--- config.mk ---
export PLATFORM = sky130hd
export DESIGN_NAME = alu_issue_ctrl
export DESIGN_NICKNAME = d
export VERILOG_FILES = /design/src/rtl/alu_issue_ctrl.sv
export SDC_FILE = /design/constraint.sdc
export NUM_CORES = 1
export LEC_CHECK = 0
export CORE_AREA = 2 2 134 136
export CTS_CLUSTER_SIZE = 40
export DETAILED_ROUTE_END_ITERATION = 10
export DIE_AREA = 0 0 136 138
export GPL_TIMING_DRIVEN = 0
export PLACE_DENSITY = 0.79
export SETUP_SLACK_MARGIN = 0.4
export SLEW_MARGIN = 40
export SYNTH_ARGS = -nofsm -noshare
export SYNTH_HDL_FRONTEND = slang
export SYNTH_SLANG_ARGS = --single-unit
--- constraint.sdc ---
create_clock -name execlk -period 3.03 [get_ports execlk]
set_input_delay 0.606 -clock execlk [delete_from_list [all_inputs] [get_ports execlk]]
set_output_delay 0.606 -clock execlk [all_outputs]
set_load 0.01 [all_outputs]
--- src/rtl/alu_issue_ctrl.sv ---
// Purpose : issue controller for the execution ALU. It queues requests in a small FIFO,
//           drives acc/data/opcode into the ALU and writes its result back into the accumulator.
// Latency : a push into an idle, empty unit shows up on acc_out 3 cycles later. Back-to-back
//           requests write back once every 2 cycles.
// Backpressure: instr_ready = !full. It depends only on the FIFO count and never on instr_valid.
//
// Ports:
//   execlk, rst_n                      clock and asynchronous active-low reset
//   instr_valid/instr_ready            request handshake
//   instr_opcode, instr_data           request payload (opcode, operand or load value)
//   alu_acc, alu_data, alu_opcode      outputs to the ALU (acc, data, opcode)
//   alu_result                         ALU acc1, which the ALU registers on execlk
//   acc_out, done, busy                accumulator, write-back pulse, activity flag
//   zero_flag                          present only when ALU_ISSUE_ZFLAG_EN is defined
//
// Build option ALU_ISSUE_ZFLAG_EN: adds the registered zero_flag output, which resets to 1.
module alu_issue_ctrl #(
  parameter int unsigned DEPTH  = 4,
  parameter logic [3:0]  LDA_OP = 4'hF
) (
  input  logic        execlk,
  input  logic        rst_n,
  input  logic        instr_valid,
  output logic        instr_ready,
  input  logic [3:0]  instr_opcode,
  input  logic [31:0] instr_data,
  output logic [31:0] alu_acc,
  output logic [31:0] alu_data,
  output logic [3:0]  alu_opcode,
  input  logic [31:0] alu_result,
  output logic [31:0] acc_out,
  output logic        done,
  output logic        busy
`ifdef ALU_ISSUE_ZFLAG_EN
  ,
  output logic        zero_flag
`endif
);

  localparam int unsigned AW       = $clog2(DEPTH);
  localparam logic [AW:0] FULL_CNT = (AW+1)'(DEPTH);

  typedef enum logic [1:0] {IDLE, EXEC, WB} state_e;

  state_e        state_q;
  logic [31:0]   acc_q, acc_d;
  logic [31:0]   alu_data_q;
  logic [3:0]    alu_opcode_q;
  logic          done_q;

  logic [3:0]    op_mem_q  [DEPTH];
  logic [31:0]   dat_mem_q [DEPTH];
  logic [AW-1:0] rd_ptr_q, wr_ptr_q;
  logic [AW:0]   count_q, count_d;

  logic fifo_empty, fifo_full, push, pop;

  assign fifo_empty = (count_q == '0);
  assign fifo_full  = (count_q == FULL_CNT);
  // The full check uses the registered count, so a pop on the same edge cannot
  // make room for a push.
  assign push       = instr_valid && !fifo_full;
  assign pop        = ((state_q == IDLE) || (state_q == WB)) && !fifo_empty;

  // LDA is resolved here. For that opcode the ALU result is ignored.
  assign acc_d = (alu_opcode_q == LDA_OP) ? alu_data_q : alu_result;

  always_comb begin
    count_d = count_q;
    if (push && !pop)
      count_d = count_q + 1'b1;
    else if (!push && pop)
      count_d = count_q - 1'b1;
  end

  // The storage array is not reset. Entries are only read after they are written.
  always_ff @(posedge execlk) begin
    if (push) begin
      op_mem_q[wr_ptr_q]  <= instr_opcode;
      dat_mem_q[wr_ptr_q] <= instr_data;
    end
  end

  always_ff @(posedge execlk or negedge rst_n) begin
    if (!rst_n) begin
      rd_ptr_q <= '0;
      wr_ptr_q <= '0;
      count_q  <= '0;
    end else begin
      if (push) wr_ptr_q <= wr_ptr_q + 1'b1;
      if (pop)  rd_ptr_q <= rd_ptr_q + 1'b1;
      count_q <= count_d;
    end
  end

  // Issue / write-back FSM. All ALU-facing outputs are registered here. The
  // accumulator changes only on the edge that leaves WB, so a pop on that same
  // edge lets the next instruction see the new value during its EXEC cycle.
  always_ff @(posedge execlk or negedge rst_n) begin
    if (!rst_n) begin
      state_q      <= IDLE;
      acc_q        <= '0;
      alu_data_q   <= '0;
      alu_opcode_q <= 4'b0000;
      done_q       <= 1'b0;
`ifdef ALU_ISSUE_ZFLAG_EN
      zero_flag    <= 1'b1;
`endif
    end else begin
      done_q <= 1'b0;
      if (pop) begin
        alu_opcode_q <= op_mem_q[rd_ptr_q];
        alu_data_q   <= dat_mem_q[rd_ptr_q];
      end
      case (state_q)
        IDLE: if (pop) state_q <= EXEC;
        EXEC: state_q <= WB;   // the ALU samples the held operands on this edge
        WB: begin
          acc_q   <= acc_d;
          done_q  <= 1'b1;
`ifdef ALU_ISSUE_ZFLAG_EN
          zero_flag <= (acc_d == 32'd0);
`endif
          state_q <= pop ? EXEC : IDLE;
        end
        default: state_q <= IDLE;
      endcase
    end
  end

  assign instr_ready = !fifo_full;
  assign busy        = !fifo_empty || (state_q != IDLE);
  assign alu_acc     = acc_q;
  assign acc_out     = acc_q;
  assign alu_data    = alu_data_q;
  assign alu_opcode  = alu_opcode_q;
  assign done        = done_q;

endmodule

==> out/results.env, run 1 <==
WORST-ENDPOINT-ARRIVAL_PS=2820
MULTIINPUTGATEAREA_UM2=2130
REGISTER_AREA_UM2=6280
GPL.FINAL_WEIGHTED_CONGESTION=0.798
INTERNAL_POWER_uW=8840
SYNTHESIS.NETS=556
ASYNC_FLOP_SHARE_PCT=35.1
POST-PLACE-CELLS=886
ANT_NETS=0
MAXSLEWVIOLCOUNT=0
CLOCK_INSERTION_DELAY_WORST_SKEW_PS=490
POST_SYNTH_MAIN_AREA_CONTRIBUTORS='sky130_fd_sc_hd__edfxtp_1, sky130_fd_sc_hd__dfrtp_1, sky130_fd_sc_hd__mux4_2'
PLACEMENT.SETUP.WORST_SLACK_PS=244
CLK_PIN_SLEW_WORST_PATHS_PS=60
N_ANTENNA_CELL=0
SETUP_TOTAL_NEGATIVE_SLACK_PS=0
POWER.SEQUENTIAL.FRACTION_PCT=38.0
ROW_COUNT=49
DRT_FIRST_PASS_ITERS=4
CRIT_PATH_START_KIND='flip-flop'
DESIGN.DIE.AREA_UM2=18800
POSTCTSSETUPREPAIRBUFS=0
TIMING.MAX_CAP.VIOLATIONS=0
RESULT_OF_THE_RUN='finished, final reports clean'
TIMING.FINAL.HOLD_VIOLATIONS=0
PERIOD_SHARE_PCT=80.9
POST-ROUTE-WORST-SETUP-SLACK_PS=579
P_LEAK_uW=0.00459
SYNTH_AREA_LEADER_CELL='sky130_fd_sc_hd__edfxtp_1'
FILL_CELLS=1209
LAYOUT.NETS=759
MIN_PATH_TYPE='input pin to asynchronous set/reset pin'
POWER.SWITCHING_uW=3800
SYNTH_XOR_AREA_SHARE_PCT=0.598
PLACEMENT.IO_BUFFERS=173
MAX_SLEW.WORST_PIN.SLEW_PS=765
YS_DOMINANT_REG_CELL='sky130_fd_sc_hd__edfxtp_1'
SWITCHING_SHARE_PCT=30.1
YS.WARNINGS.COUNT=0
FIRST_GLOBAL_VIAS=5286
SYNTH_REGISTER_BITS=222
NETLIST_AREA_BEFORE_PLACEMENT_UM2=8790
SLEW_HEADROOM_PCT=49.0
FLOORPLAN.IO_PINS=174
CELLS_AFTER_SYNTHESIS=479
CRIT_PATH_MAX_FANOUT=10
GROUTE.USAGE.OVERALL_PCT=21.3
R2R_WORST_PATH_DEPTH=9
SETUP_VIOLATIONS=0
DIE_WIDTH_UM=136
TRITONCTS_NUM_SINKS=222
YOSYSUNIQUECELLTYPES=27
GRT_OVERFLOW_TOTAL=0
CTS_TREE='yes'
POST_SYNTH_MUX_AREA_SHARE_PCT=18.3
AREA_GROWTH_PCT=33.1
VIASPERCELL=5.32
SYNTH_COMPOUND_AREA_SHARE_PCT=1.91
GRT_SETUP_UNREPAIRED='no'
ROOT_BUFFER_MASTER='sky130_fd_sc_hd__clkbuf_16'
POST_SYNTH_MOST_FREQUENT_CELLS='sky130_fd_sc_hd__edfxtp_1, sky130_fd_sc_hd__dfrtp_1, sky130_fd_sc_hd__mux4_2, sky130_fd_sc_hd__nand2_1, sky130_fd_sc_hd__buf_4'
HPWLAFTERDP_MM=13.6
NUMCTSBUFFERS=23
WL_PER_CELL_UM=21.2
LARGEST_FAMILY_OF_LOGIC_CELLS_BY_SYNTHESIZED_AREA='multiplexers'
CRITPATHREQUIREDTIME_PS=3400
SYNTH.MOST_COMMON_CELL='sky130_fd_sc_hd__edfxtp_1'
FIN_CRIT_PS=2450
CLOCK_TREE.HTREE_LEVEL_COUNT=1
PIN_COUNT_OF_THE_BIGGEST_NET_ENTERING_GLOBAL_ROUTING=46
SYNTHESIS.AREA_PER_INSTANCE_UM2=18.4
FINAL_UTIL_PCT=66.7
SHARE_COMB_OF_TOTAL_POWER_PCT=39.8
DR_TOTAL_VIAS=4931
GRT_ANTENNA_BEFORE_REPAIR=0
DIE_H_UM=138
FINAL_LAYOUT_SIZE_SUFFIX_GT1_SHARE_PCT=23.9
POWER.DENSITY_CELL_AREA_nW_PER_UM2=1080
CLOCKBUFFERDEPTH=3
INITIAL_CORE_UTIL_PCT=50.1
FMAXACHIEVABLE_MHz=408
IR_DROP_V=0.000590
YOSYSSEQAREASHARE_PCT=71.4
GRT_PASS1_WL_MM=30.2
SYNTH-SIMPLE-AREA-SHARE_PCT=2.32
CRIT_TYPE='flip-flop to flip-flop'
DRC_ERRORS=0
SYNTHADDERAREAFRAC_PCT=0.940
LAYOUTNONFILLERINSTCOUNT=927
SYNTH_EDF_COUNT=144
WL_MM=19.6
FLOORPLAN.CORE_AREA_UM2=17500
SYNTHDOMINANTCELLAREASHARE_PCT=49.2
POWER.CLOCK.FRACTION_PCT=22.2
SETUP_CRIT_END_KIND='flip-flop'
FINALCLOCKSKEW_PS=13.9
DRT_ITER0_MARKERS=318
flip-flops by register name, indices dropped and copies added, names as in the netlist:
| name | flops |
|---|---|
| dat_mem_q | 128 |
| acc_out | 32 |
| alu_data | 32 |
| op_mem_q | 16 |
| alu_opcode | 4 |
| count_q | 3 |
| rd_ptr_q | 2 |
| state_q | 2 |
| wr_ptr_q | 2 |
| done | 1 |
critical path, cell delays in order (launching register included):
cell                       delay (ps)
sky130_fd_sc_hd__dfrtp_1          480
sky130_fd_sc_hd__nor3_4            90
sky130_fd_sc_hd__nor2_1           200
sky130_fd_sc_hd__clkbuf_4         290
sky130_fd_sc_hd__buf_4            260
sky130_fd_sc_hd__inv_1             70
sky130_fd_sc_hd__ha_1             200
sky130_fd_sc_hd__inv_1             70
sky130_fd_sc_hd__fa_1             410
sky130_fd_sc_hd__mux2_2           270
repair_timing:
| action | in CTS | in global routing |
|---|---|---|
| endpoints found under the setup margin | 0 | 2 |
| resized for setup | 0 | 2 |
| hold endpoints to repair | 0 | 0 |
| hold buffers | 0 | 0 |
cell type report:
type	count	area share, %
Sequential cell	222	53.6
Multi-Input combinational cell	198	18.2
Tap cell	229	2.45
Clock buffer	28	5.34
Timing Repair Buffer	178	15.7
Clock inverter	13	1.19
Inverter	5	0.160
Buffer	54	3.27
routing by layer:
| metal | track usage [%] | routed length (um) |
|---|---|---|
| met5 | 0 | 0 |
| met4 | 6.47 | 517 |
| met3 | 4.47 | 1360 |
| met2 | 36.3 | 9960 |
| met1 | 27.7 | 7790 |
final timing paths:
kind | startpoint | slack [ps] | endpoint
hold reg to reg | state_q[1] | 460 | state_q[1]
hold / removal | rst_n | 8 | acc_out[0]
setup reg to reg | count_q[0] | 580 | count_q[1]
setup / recovery | count_q[0] | 580 | count_q[1]
max in group asynchronous | rst_n | 2470 | alu_opcode[3]
min in group execlk | state_q[1] | 460 | state_q[1]
layout by cell type, fill, tap and decap left out, types with 23 or more instances in the layout:
cell                              Yosys  final
sky130_fd_sc_hd__nand2_1             34     34
sky130_fd_sc_hd__mux4_2              35     35
sky130_fd_sc_hd__edfxtp_1           144    144
sky130_fd_sc_hd__clkdlybuf4s50_1      0    172
sky130_fd_sc_hd__clkbuf_16            0     23
sky130_fd_sc_hd__o21ai_0             32     32
sky130_fd_sc_hd__mux2_2              26     26
sky130_fd_sc_hd__dfrtp_1             78     78
sky130_fd_sc_hd__mux2i_1             32     32
sky130_fd_sc_hd__buf_4               33     33
power groups by stage:
stage	Sequential [uW]	Combinational (uW)	Clock (uW)
global route	4900	5400	2990
global placement	4810	4850	0
finish	4800	5030	2810
floorplan	4900	2640	0
CTS	4800	5110	2850
detailed placement	4850	5100	0
cell families (layout without fill, tap and decap cells):
logic type | Yosys count | count (layout)
buffers and inverters | 59 | 278
adders and majority gates | 6 | 6
AOI/OAI and AO/OA | 33 | 33
DFF | 222 | 222
and+or+nand+nor | 47 | 47
muxes | 106 | 106
xor gates and xnor gates | 6 | 6
per-stage QoR:
| stage | hold slack [ps] | power (uW) | area [um^2] |
|---|---|---|---|
| after CTS | 5.74 | 12800 | 11700 |
| final | 8.37 | 12600 | 11700 |
| after floorplan | 310 | 7540 | 8790 |
| after global routing | 16.4 | 13300 | 11700 |
| after detailed placement | 447 | 9950 | 10900 |
| after global placement | 439 | 9670 | 10800 |
Power figures use the tool's default switching activity.
==> run 2: changes to the inputs <==
- CORE_AREA: 2 2 134 136 -> 2 2 140 142
- DIE_AREA: 0 0 136 138 -> 0 0 142 144
- PLACE_DENSITY: 0.79 -> 0.76
- clock period: 3.03 -> 2.08 ns (I/O delays scaled with it)
==> out/results.env, run 2 (synthesized netlist as in run 1, its figures left out) <==
MOSTFREQUENTLAYOUTCELLS='sky130_fd_sc_hd__edfxtp_1, sky130_fd_sc_hd__dfrtp_1, sky130_fd_sc_hd__dlygate4sd2_1'
CLOCK_TREE.HTREE_LEVEL_COUNT=1
PIN_COUNT_OF_THE_BIGGEST_NET_ENTERING_GLOBAL_ROUTING=54
CRIT_PATH_MAX_FANOUT=2
MIN_PATH_TYPE='input pin to asynchronous set/reset pin'
CLOCK_INSERTION_DELAY_WORST_SKEW_PS=490
CTS_TREE='yes'
N_ANTENNA_CELL=0
SETUP_VIOLATIONS=0
DIE_H_UM=144
TIMING.MAX_CAP.VIOLATIONS=0
FIN_CRIT_PS=2040
IR_DROP_V=0.000802
PLACEMENT.IO_BUFFERS=173
PERIOD_SHARE_PCT=98.3
FINALCLOCKSKEW_PS=9.09
SLEW_HEADROOM_PCT=50.6
TRITONCTS_NUM_SINKS=222
AREA_GROWTH_PCT=38.9
MOST_COMMON_LIBRARY_CELL_IN_THE_LAYOUT_IGNORING_FILL_AND_TAPS='sky130_fd_sc_hd__edfxtp_1'
DRT_ITER0_MARKERS=294
ROOT_BUFFER_MASTER='sky130_fd_sc_hd__clkbuf_16'
ANT_NETS=0
RESULT_OF_THE_RUN='finished, final reports clean'
CRITPATHREQUIREDTIME_PS=2490
LARGEST_REGISTER='dat_mem_q'
GROUTE.USAGE.OVERALL_PCT=20.2
FILL_CELLS=1335
HPWLAFTERDP_MM=12.9
DRC_ERRORS=0
GR-USAGE-MET1_PCT=25.8
GRT_USE_MET3_PCT=2.91
GPL.FINAL_WEIGHTED_CONGESTION=0.739
FMAXACHIEVABLE_MHz=489
NUMCTSBUFFERS=22
POST-PLACE-CELLS=891
WORST-ENDPOINT-ARRIVAL_PS=2450
DR_TOTAL_VIAS=5123
CRIT_PATH_START_KIND='flip-flop'
DESIGN_POWER_TOTAL_uW=19000
SETUP_CRIT_END_KIND='flip-flop'
DIE_WIDTH_UM=142
CRIT_TYPE='flip-flop to flip-flop'
GRT_PASS1_WL_MM=30.5
MAXSLEWVIOLCOUNT=0
GRT_OVERFLOW_TOTAL=0
SETUP_TOTAL_NEGATIVE_SLACK_PS=0
LAYOUT.NETS=809
LAYOUTNONFILLERINSTCOUNT=986
NUMBER_OF_FLIP_FLOPS_IN_THE_LARGEST_REGISTER=128
POWER.DENSITY_CELL_AREA_nW_PER_UM2=1550
FIRST_GLOBAL_VIAS=5309
GRT_SETUP_UNREPAIRED='yes'
CLOCKBUFFERDEPTH=3
GRT_ANTENNA_BEFORE_REPAIR=0
WL_PER_CELL_UM=21.3
MAX_SLEW.WORST_PIN.SLEW_PS=741
FLOORPLAN.CORE_AREA_UM2=19100
GLOBAL_ROUTE_TRACK_USAGE_ON_MET2_PCT=35.5
CLK_PIN_SLEW_WORST_PATHS_PS=60
DESIGN.DIE.AREA_UM2=20400
VIASPERCELL=5.20
P_LEAK_uW=0.00511
FLOORPLAN.IO_PINS=174
FINAL_LAYOUT_SIZE_SUFFIX_GT1_SHARE_PCT=35.6
INITIAL_CORE_UTIL_PCT=46.1
WL_MM=21.0
TIMING.FINAL.HOLD_VIOLATIONS=0
DRT_FIRST_PASS_ITERS=5
GRT_BUSIEST_LAYER='met2'
FINAL_UTIL_PCT=64.0
ROW_COUNT=51
run 2: worst paths after layout:
check,startpoint,to,slack (ps),cells past startpoint
worst min register to register,state_q[1],state_q[1],460,1
min in group execlk,state_q[1],state_q[1],460,1
worst min-delay path,rst_n,count_q[2],350,2
max in group asynchronous,rst_n,acc_out[23],1150,3
worst max-delay path,count_q[2],count_q[2],40,11
worst max register to register,count_q[2],count_q[2],40,11
run 2: layout make-up:
| type | instances | area [um^2] | share of cell area, % |
|---|---|---|---|
| timing repair buffer | 225 | 2190 | 17.9 |
| inverter | 5 | 23.8 | 0.195 |
| clock buffer | 29 | 618 | 5.06 |
| buffer | 54 | 484 | 3.97 |
| clock inverter | 11 | 109 | 0.891 |
| tap | 238 | 298 | 2.44 |
| sequential | 222 | 6280 | 51.4 |
| multi-input combinational | 202 | 2210 | 18.1 |
run 2: through the flow:
stage,setup WS [ps],cell area (um^2),hold slack [ps]
after floorplan,24.5,8820,120
after global placement,-2560,10900,441
after detailed placement,-589,10900,297
after CTS,-31.2,11800,349
after global routing,-63.9,12200,379
final,35.2,12200,354
run 2: critical path: stages (launching register included):
cell and delay, ps:
sky130_fd_sc_hd__dfrtp_2 420, sky130_fd_sc_hd__nor3_4 270, sky130_fd_sc_hd__nor2_2 80, sky130_fd_sc_hd__buf_6 130
sky130_fd_sc_hd__buf_12 120, sky130_fd_sc_hd__clkinv_4 40, sky130_fd_sc_hd__ha_4 120, sky130_fd_sc_hd__inv_2 40
sky130_fd_sc_hd__fa_2 330, sky130_fd_sc_hd__xor2_1 140, sky130_fd_sc_hd__nor2_1 110, sky130_fd_sc_hd__xor2_1 150
run 2: power breakdown:
part	internal, uW	switching (uW)	leakage, uW
clock	2340	1600	0.000366
combinational	4530	3550	0.00249
sequential	6150	784	0.00225
total	13000	5930	0.00511
run 2: what timing repair did:
action	4_1_cts	5_1_grt
gates resized for setup	207	48
hold buffers	1	0
pin swaps	10	4
cloned	1	3
setup endpoints to repair	311	211
buffers inserted	24	26
endpoints found under the hold margin	25	0
run 2: layer usage:
layer | routed length, um | vias up
li1 | - | 2283
met1 | 8490 | 2639
met2 | 10900 | 167
met3 | 1030 | 34
met4 | 536 | 0
met5 | 0 | -
==> run 3: changes to the inputs <==
- CELL_PAD_IN_SITES_DETAIL_PLACEMENT: not set -> 1
- CELL_PAD_IN_SITES_GLOBAL_PLACEMENT: not set -> 1
- CORE_AREA: 2 2 140 142 -> 2 2 152 154
- DIE_AREA: 0 0 142 144 -> 0 0 154 156
- PLACE_DENSITY: 0.76 -> not set
- PLACE_DENSITY_LB_ADDON: not set -> 0.1
- clock period: 2.08 -> 1.9 ns (I/O delays scaled with it)
==> out/results.env, run 3 (synthesized netlist as in run 1, its figures left out) <==
RESULT_OF_THE_RUN='finished with violations'
FAILED_CHECKS='setup timing'
FINALINSTANCEAREA_UM2=12700
SETUP_VIOLATIONS=2
DR_TOTAL_VIAS=5253
R2R_WORST_PATH_DEPTH=11
MOSTFREQUENTLAYOUTCELLS='sky130_fd_sc_hd__edfxtp_1, sky130_fd_sc_hd__buf_6, sky130_fd_sc_hd__dfrtp_1'
GRT_SETUP_UNREPAIRED='yes'
TIMING.MAX_CAP.VIOLATIONS=0
ROOT_BUFFER_MASTER='sky130_fd_sc_hd__clkbuf_16'
DIE_H_UM=156
PERIOD_SHARE_PCT=111
DRC_ERRORS=0
GRT_ANTENNA_BEFORE_REPAIR=0
CRIT_PATH_START_KIND='flip-flop'
CLOCK_INSERTION_DELAY_WORST_SKEW_PS=510
FINAL_LAYOUT_SIZE_SUFFIX_GT1_SHARE_PCT=43.8
DIE_WIDTH_UM=154
NUMCTSBUFFERS=23
DRT_ITER0_MARKERS=256
R2R_SETUP_SLACK_PS=-220
GPL.FINAL_WEIGHTED_CONGESTION=0.701
DPL_CELL_AREA_UM2=10900
CLK_PIN_SLEW_WORST_PATHS_PS=60
GRT_PASS1_WL_MM=33.7
TIMING.FINAL.HOLD_VIOLATIONS=0
POWER.DENSITY_CELL_AREA_nW_PER_UM2=1750
R2R-END='count_q[2]'
LAYOUT.NETS=827
CLOCKBUFFERDEPTH=3
FIN_CRIT_PS=2120
IR_DROP_V=0.000774
P_LEAK_uW=0.00544
GROUTE.USAGE.OVERALL_PCT=18.9
POST-ROUTE-WORST-SETUP-SLACK_PS=-215
ROW_COUNT=55
ANT_NETS=0
CRIT_PATH_MAX_FANOUT=3
HPWLAFTERDP_MM=14.2
VIASPERCELL=5.00
WL_PER_CELL_UM=23.3
MIN_PATH_TYPE='input pin to asynchronous set/reset pin'
NUMBER_OF_FLIP_FLOPS_IN_THE_LARGEST_REGISTER=128
WL_MM=24.4
SETUP_CRIT_END_KIND='flip-flop'
LARGEST_REGISTER='dat_mem_q'
FLOORPLAN.IO_PINS=174
MOST_COMMON_LIBRARY_CELL_IN_THE_LAYOUT_IGNORING_FILL_AND_TAPS='sky130_fd_sc_hd__edfxtp_1'
MAXSLEWVIOLCOUNT=0
DESIGN.DIE.AREA_UM2=24000
WORST_HOLD_SLACK_PS=361
GRT_OVERFLOW_TOTAL=0
CRIT_TYPE='flip-flop to flip-flop'
WORST-ENDPOINT-ARRIVAL_PS=2540
FMAXACHIEVABLE_MHz=473
PIN_COUNT_OF_THE_BIGGEST_NET_ENTERING_GLOBAL_ROUTING=43
DRT_FIRST_PASS_ITERS=5
FLOORPLAN.CORE_AREA_UM2=22400
FINAL_UTIL_PCT=56.8
TIMING.RR.START='count_q[1]'
N_ANTENNA_CELL=0
FIRST_GLOBAL_VIAS=5556
CLOCK_TREE.HTREE_LEVEL_COUNT=1
PLACEMENT.IO_BUFFERS=173
CRITPATHREQUIREDTIME_PS=2330
INITIAL_CORE_UTIL_PCT=39.3
DESIGN_POWER_TOTAL_uW=22200
AREA_GROWTH_PCT=44.5
SLEW_HEADROOM_PCT=69.7
CTS_TREE='yes'
MAX_SLEW.WORST_PIN.SLEW_PS=454
TRITONCTS_NUM_SINKS=222
FINALCLOCKSKEW_PS=14.5
==> run 3: per-layer routing <==
metal,track usage [%],part of all wire (%)
met5,0,0
met3,3.47,5.1
met1,23.8,41
met2,33.6,52
met4,5.38,1.8
==> run 3: timing repair <==
action / 4_1_cts / 5_1_grt
setup buffers: 8 / 51
endpoints found under the setup margin: 322 / 320
pin swaps: 10 / 7
endpoints found under the hold margin: 36 / 0
hold buffers: 1 / 0
gates resized for setup: 40 / 339
gates cloned: 0 / 12
==> run 3: how the worst max path moves through the flow <==
| stage | start | endpoint | slack [ps] | cells after the start |
|---|---|---|---|---|
| 4_1_cts | count_q[1] | count_q[2] | -200 | 11 |
| 5_1_grt | count_q[1] | count_q[2] | -310 | 11 |
| 2_1_floorplan | count_q[0] | count_q[2] | -160 | 11 |
| 3_3_place_gp | rst_n | acc_out[22] | -2900 | 1 |
| 3_5_place_dp | instr_valid | count_q[2] | -790 | 8 |
| 6_report | count_q[1] | count_q[2] | -220 | 11 |
==> run 3: final cells by class <==
class,count,area [um^2]
Buffer,54,603
Clock buffer,29,598
Clock inverter,11,103
Fill cell,2040,9670
Inverter,5,23.8
Multi-Input combinational cell,202,2260
Sequential cell,222,6280
Tap cell,285,357
Timing Repair Buffer,242,2470
==> run 3: where the power goes <==
| group | internal, uW | switching [uW] |
|---|---|---|
| Clock | 2490 | 1800 |
| Combinational | 5960 | 4260 |
| Sequential | 6740 | 984 |
==> run 3: through the flow <==
step	worst slack [ps]	std cells	TNS (ps)
6_report	-215	1050	-406
3_3_place_gp	-2900	937	-371890
5_1_grt	-308	1050	-776
3_5_place_dp	-790	938	-110230
4_1_cts	-202	987	-18030
2_1_floorplan	-156	479	-4810
==> run 3: critical path, stage by stage, from the launching register on <==
cell and delay [ps]:
sky130_fd_sc_hd__dfrtp_2 420, sky130_fd_sc_hd__nor3_4 300, sky130_fd_sc_hd__nor2_2 100, sky130_fd_sc_hd__buf_6 130
sky130_fd_sc_hd__buf_12 120, sky130_fd_sc_hd__clkinv_4 40, sky130_fd_sc_hd__ha_4 110, sky130_fd_sc_hd__inv_2 40
sky130_fd_sc_hd__fa_2 330, sky130_fd_sc_hd__xor2_1 150, sky130_fd_sc_hd__nor2_1 130, sky130_fd_sc_hd__xor2_1 150
